**config.mk**
```make
export PLATFORM = sky130hd
export DESIGN_NAME = jerky_sequencer
export DESIGN_NICKNAME = d
export VERILOG_FILES = /design/src/rtl/jerky_sequencer.sv
export SDC_FILE = /design/constraint.sdc
export NUM_CORES = 1
export LEC_CHECK = 0
export CELL_PAD_IN_SITES_DETAIL_PLACEMENT = 0
export CELL_PAD_IN_SITES_GLOBAL_PLACEMENT = 1
export CORE_ASPECT_RATIO = 0.9
export CORE_UTILIZATION = 34
export DETAILED_ROUTE_END_ITERATION = 7
export GPL_TIMING_DRIVEN = 0
export PLACE_DENSITY_LB_ADDON = 0.2
export RECOVER_POWER = 100
export SETUP_SLACK_MARGIN = 0.15
export SYNTH_ARGS = -nofsm -noshare
export SYNTH_HDL_FRONTEND = slang
export SYNTH_SLANG_ARGS = --single-unit
```
**constraint.sdc**
```tcl
create_clock -name clock -period 2.6 [get_ports clock]
set_input_delay 0.52 -clock clock [delete_from_list [all_inputs] [get_ports clock]]
set_output_delay 0.52 -clock clock [all_outputs]
set_load 0.02 [all_outputs]
```
**src/rtl/jerky_sequencer.sv**
```systemverilog
// jerky_sequencer: streams the 1,2,1,4,1,8,... beat pattern over a
// valid/ready handshake under start/stop/step/clear control.
module jerky_sequencer #(
    parameter int WIDTH = 8,
    parameter int EW    = $clog2(WIDTH)
) (
    input  logic             clock,
    input  logic             reset,
    input  logic             start,
    input  logic             stop,
    input  logic             step,
    input  logic             clear,
    input  logic [EW-1:0]    cfg_max_exp,
    output logic [WIDTH-1:0] count,
    output logic             out_valid,
    input  logic             out_ready,
    output logic             busy,
    output logic             wrap,
    output logic [EW:0]      index
);
    typedef enum logic [1:0] {IDLE, RUN, DRAIN, STEP} state_e;

    localparam logic [EW-1:0] E_MAX = EW'(WIDTH - 1);

    state_e           state_q, state_d;
    logic [EW:0]      idx_q, idx_d;
    logic [EW-1:0]    e_q, e_d;
    logic [WIDTH-1:0] count_q, count_d;
    logic             valid_q, valid_d;
    logic             busy_q, busy_d;
    logic             wrap_q, wrap_d;
    logic             fire;
    logic             last;
    logic [EW-1:0]    cfg_e;

    function automatic logic [WIDTH-1:0] beat_of(input logic [EW:0] i);
        logic [EW:0] sh;
        sh = {1'b0, i[EW:1]} + (EW+1)'(1);
        return i[0] ? (WIDTH'(1) << sh) : WIDTH'(1);
    endfunction

    always_comb begin
        int unsigned raw;
        raw   = 32'(cfg_max_exp);
        cfg_e = cfg_max_exp;
        if (raw == 0)
            cfg_e = EW'(1);
        else if (raw > WIDTH - 1)
            cfg_e = E_MAX;
    end

    assign fire = valid_q & out_ready;
    assign last = (idx_q == ({e_q, 1'b0} - (EW+1)'(1)));

    always_comb begin
        state_d = state_q;
        idx_d   = idx_q;
        e_d     = e_q;
        wrap_d  = 1'b0;
        if (fire) begin
            if (last) begin
                idx_d  = '0;
                wrap_d = 1'b1;
                e_d    = cfg_e;
            end else begin
                idx_d = idx_q + (EW+1)'(1);
            end
        end
        case (state_q)
            IDLE: begin
                // E may only follow cfg while parked at the start of a sequence
                if (idx_q == '0)
                    e_d = cfg_e;
                if (start)
                    state_d = RUN;
                else if (step)
                    state_d = STEP;
                else if (clear)
                    idx_d = '0;
            end
            RUN: begin
                if (stop)
                    state_d = fire ? IDLE : DRAIN;
            end
            DRAIN, STEP: begin
                if (fire)
                    state_d = IDLE;
            end
            default: state_d = IDLE;
        endcase
        valid_d = (state_d != IDLE);
        busy_d  = (state_d != IDLE);
        count_d = beat_of(idx_d);
    end

    always_ff @(posedge clock) begin
        if (!reset) begin
            state_q <= IDLE;
            idx_q   <= '0;
            e_q     <= E_MAX;
            count_q <= WIDTH'(1);
            valid_q <= 1'b0;
            busy_q  <= 1'b0;
            wrap_q  <= 1'b0;
        end else begin
            state_q <= state_d;
            idx_q   <= idx_d;
            e_q     <= e_d;
            count_q <= count_d;
            valid_q <= valid_d;
            busy_q  <= busy_d;
            wrap_q  <= wrap_d;
        end
    end

    assign count     = count_q;
    assign out_valid = valid_q;
    assign busy      = busy_q;
    assign wrap      = wrap_q;
    assign index     = idx_q;
endmodule

```
==> flow_summary.ini <==
[status]
status = finished, final reports clean

[floorplanning]
die-area_um2 = 2783
core-area_um2 = 2446
io_pins = 25
fp-row-count = 17
die_w_um = 55.50
fp.dieH_um = 50.15
start_util_pct = 35.81

[sta]
rsz0062_at_grt = false
setup_slack_ns = 0.2214
fmax_ghz = 0.4204
finalHoldViolCount = 0
period_share_pct = 91.49
slew_headroom_pct = 72.74
worst_pin_slew_ns = 0.4090
fin_worst_skew_ns = 0.003211
drv_slew = 0
setup_viol = 0
fin_crit_ns = 2.379

[synth]
synth.mux.area_fraction_pct = 4.714
syn_area_um2 = 875.8
synth_top_area_cell = dfxtp_1
synth.distinct_cells = 31
synth-simple-area-share_pct = 24.43
avgSynthCellArea_um2 = 9.841
synthFlopType = dfxtp_1
yosysWarnings = 0
synth_compound_area_share_pct = 8.286
synth-seq-cells = 19
yosysSeqAreaShare_pct = 43.43
synthAdderAreaFrac_pct = 5.714
async_reset_ff_share_pct = 0
synth_edf_count = 0
syn_inst = 89
yosys-top-cells-count = 19 x dfxtp_1, 11 x nor2_1, 5 x inv_1, 5 x nand3_1, 5 x nor4_1
synth_top_family_by_area = simple AND/OR/NAND/NOR gates
yosys-top-cells-area = dfxtp_1 43%, ha_1 5.7%, nor2_1 4.7%
synthXorXnorAreaFrac_pct = 9.571
yosysMostFrequentCell = dfxtp_1
synth_nets = 103
yosysTopAreaCellShare_pct = 43.43

[critical_path]
worstPathMaxFanout = 6
required_ns = 2.83
max_stage_delay_ns = 0.60
critical_path_class = input port to flop
worstPathArrival_ns = 2.61
crit_path_end_kind = flop
slowest_stage = dlygate4sd3_1
crit_chain = dlygate4sd3_1 -> nand2_1 -> mux2_2 -> nand3_4 -> nor2_1 -> ha_4 -> nand4_1 -> buf_4 -> nor3_1
crit_path_start_kind = input port

[final_layout]
antenna_cells = 0
fillers = 242
utilization_pct = 49.62
syn2layout_area_growth_pct = 38.57
multi_input_area_um2 = 481.7
final-seq-area_um2 = 380.4
drive_above_1_share_pct = 13.45
fin_nets = 134
stdcell_area_um2 = 1214
stdcell_count = 147

[routing]
wl_per_cell_um = 12.01
vias = 711
drt_iter0_markers = 10
via_per_inst = 4.837
drc_errors = 0
drt_pass1_iterations = 4
finalWirelength_um = 1766
final_antenna_net_count = 0

[clocking]
cts-buffers-inserted = 3
insertion_delay_ns = 0.30
cts_tree = built
path_clk_slew_ns = 0.11
ctsHoldBuffers = 0
clock_sinks = 19
cts_buffer_depth = 2
cts-root-buf = clkbuf_4
cts_max_level = 1

[pwr]
p_comb_share_pct = 24.0
p_leak_nw = 0.5216
ir_drop_v = 0.0003384
seqPwrFrac_pct = 52.1
p_int_uw = 447.1
clkPwrFrac_pct = 23.9
switching_share_pct = 29.85
powerDensity_nw_per_um2 = 525.2
switchingPower_uw = 190.2

[run]
maxCapViolations = 0

[hold_path]
hp-class = flop to flop

[global_routing]
grt_max_degree = 12
grt_antenna_before_repair = 0
grt_pass1_vias = 731
met2_usage_pct = 21.69
grt.overflow.total = 0
grt_pass1_wl_um = 3201
top_usage_layer = met2
use_met3_pct = 4.124
grt_usage_pct = 14.86
use_met1_pct = 20.06

[place]
place_area_um2 = 1151
place_ws_ns = -0.04811
dp_hpwl_um = 1338
port_buffers = 24
dp.cells = 141
place_congestion = 0.7671
-- stage by stage --
stage	setup TNS [ns]	total power, mW	hold WS, ns
final	0	0.6374	0.5161
after global placement	-0.08406	0.4983	0.4901
after detailed placement	-0.04811	0.5003	0.5039
after CTS	0	0.6517	0.5187
after floorplan	0	0.4405	0.4762
after global routing	0	0.6744	0.5539
-- layout make-up --
type / instances / area share (%)
Multi-Input combinational cell: 62 / 39.69
Sequential cell: 19 / 31.34
Timing Repair Buffer: 26 / 21.03
Tap cell: 28 / 2.887
Clock buffer: 3 / 1.856
Inverter: 6 / 1.856
Buffer: 2 / 0.9278
Clock inverter: 1 / 0.4124
-- repair_timing --
action,4_1_cts,5_1_grt
hold endpoints to repair,0,0
resized for setup,0,6
endpoints found under the setup margin,0,3
buffers inserted,0,2
-- flip-flops by register name, indices dropped and copies added (netlist names) --
signal	count
wrap	1
e_q	3
busy	1
state_q	2
count	8
index	4
-- cell usage in the layout, fill, tap and decap left out, types with 2 or more instances in the layout --
cell type	Yosys	routed
a21oi_1	4	5
buf_4	1	2
clkbuf_4	0	4
clkdlybuf4s50_1	0	6
dfxtp_1	19	19
dlygate4sd3_1	0	18
ha_1	4	3
inv_1	5	5
mux2i_1	3	3
nand2_1	2	2
nand3_1	5	5
nor2_1	11	11
nor3_1	4	4
nor4_1	5	4
xnor2_1	3	3
xor2_1	4	3
-- layer usage --
metal  share of wire, %  routed length, um
met4                1.8                 31
met2                 41                716
met1                 53                937
met3                4.6                 81
met5                  0                  0
-- power by group through the flow --
stage	clock network, mW	logic [mW]	registers (mW)
after floorplan	0	0.0927	0.348
after global placement	0	0.160	0.338
after detailed placement	0	0.161	0.339
after CTS	0.158	0.162	0.332
after global routing	0.169	0.169	0.337
final	0.153	0.153	0.332
-- worst paths after layout --
check	startpoint	endpoint	slack, ns	cells after the start
worst max-delay path	out_ready	count[6]$_SDFF_PP0_	0.22	9
worst min register to register	e_q[1]$_SDFF_PN1_	e_q[1]$_SDFF_PN1_	0.52	2
worst min-delay path	e_q[1]$_SDFF_PN1_	e_q[1]$_SDFF_PN1_	0.52	2
worst max register to register	e_q[0]$_SDFF_PN1_	count[6]$_SDFF_PP0_	0.36	10
-- critical path: cells and delay by family --
family / cells / cell delay, ns
adder cells (fa/ha/maj): 1 / 0.29
AND/OR/NAND/NOR: 5 / 0.61
multiplexers: 1 / 0.40
buffers and inverters: 2 / 0.78
-- cells by family after synthesis --
logic type,Yosys count
fa+ha+maj,4
flops,19
buf+inv,8
simple gates,37
compound gates,9
mux,4
xor+xnor,8
(Power assumes the default switching activity.)
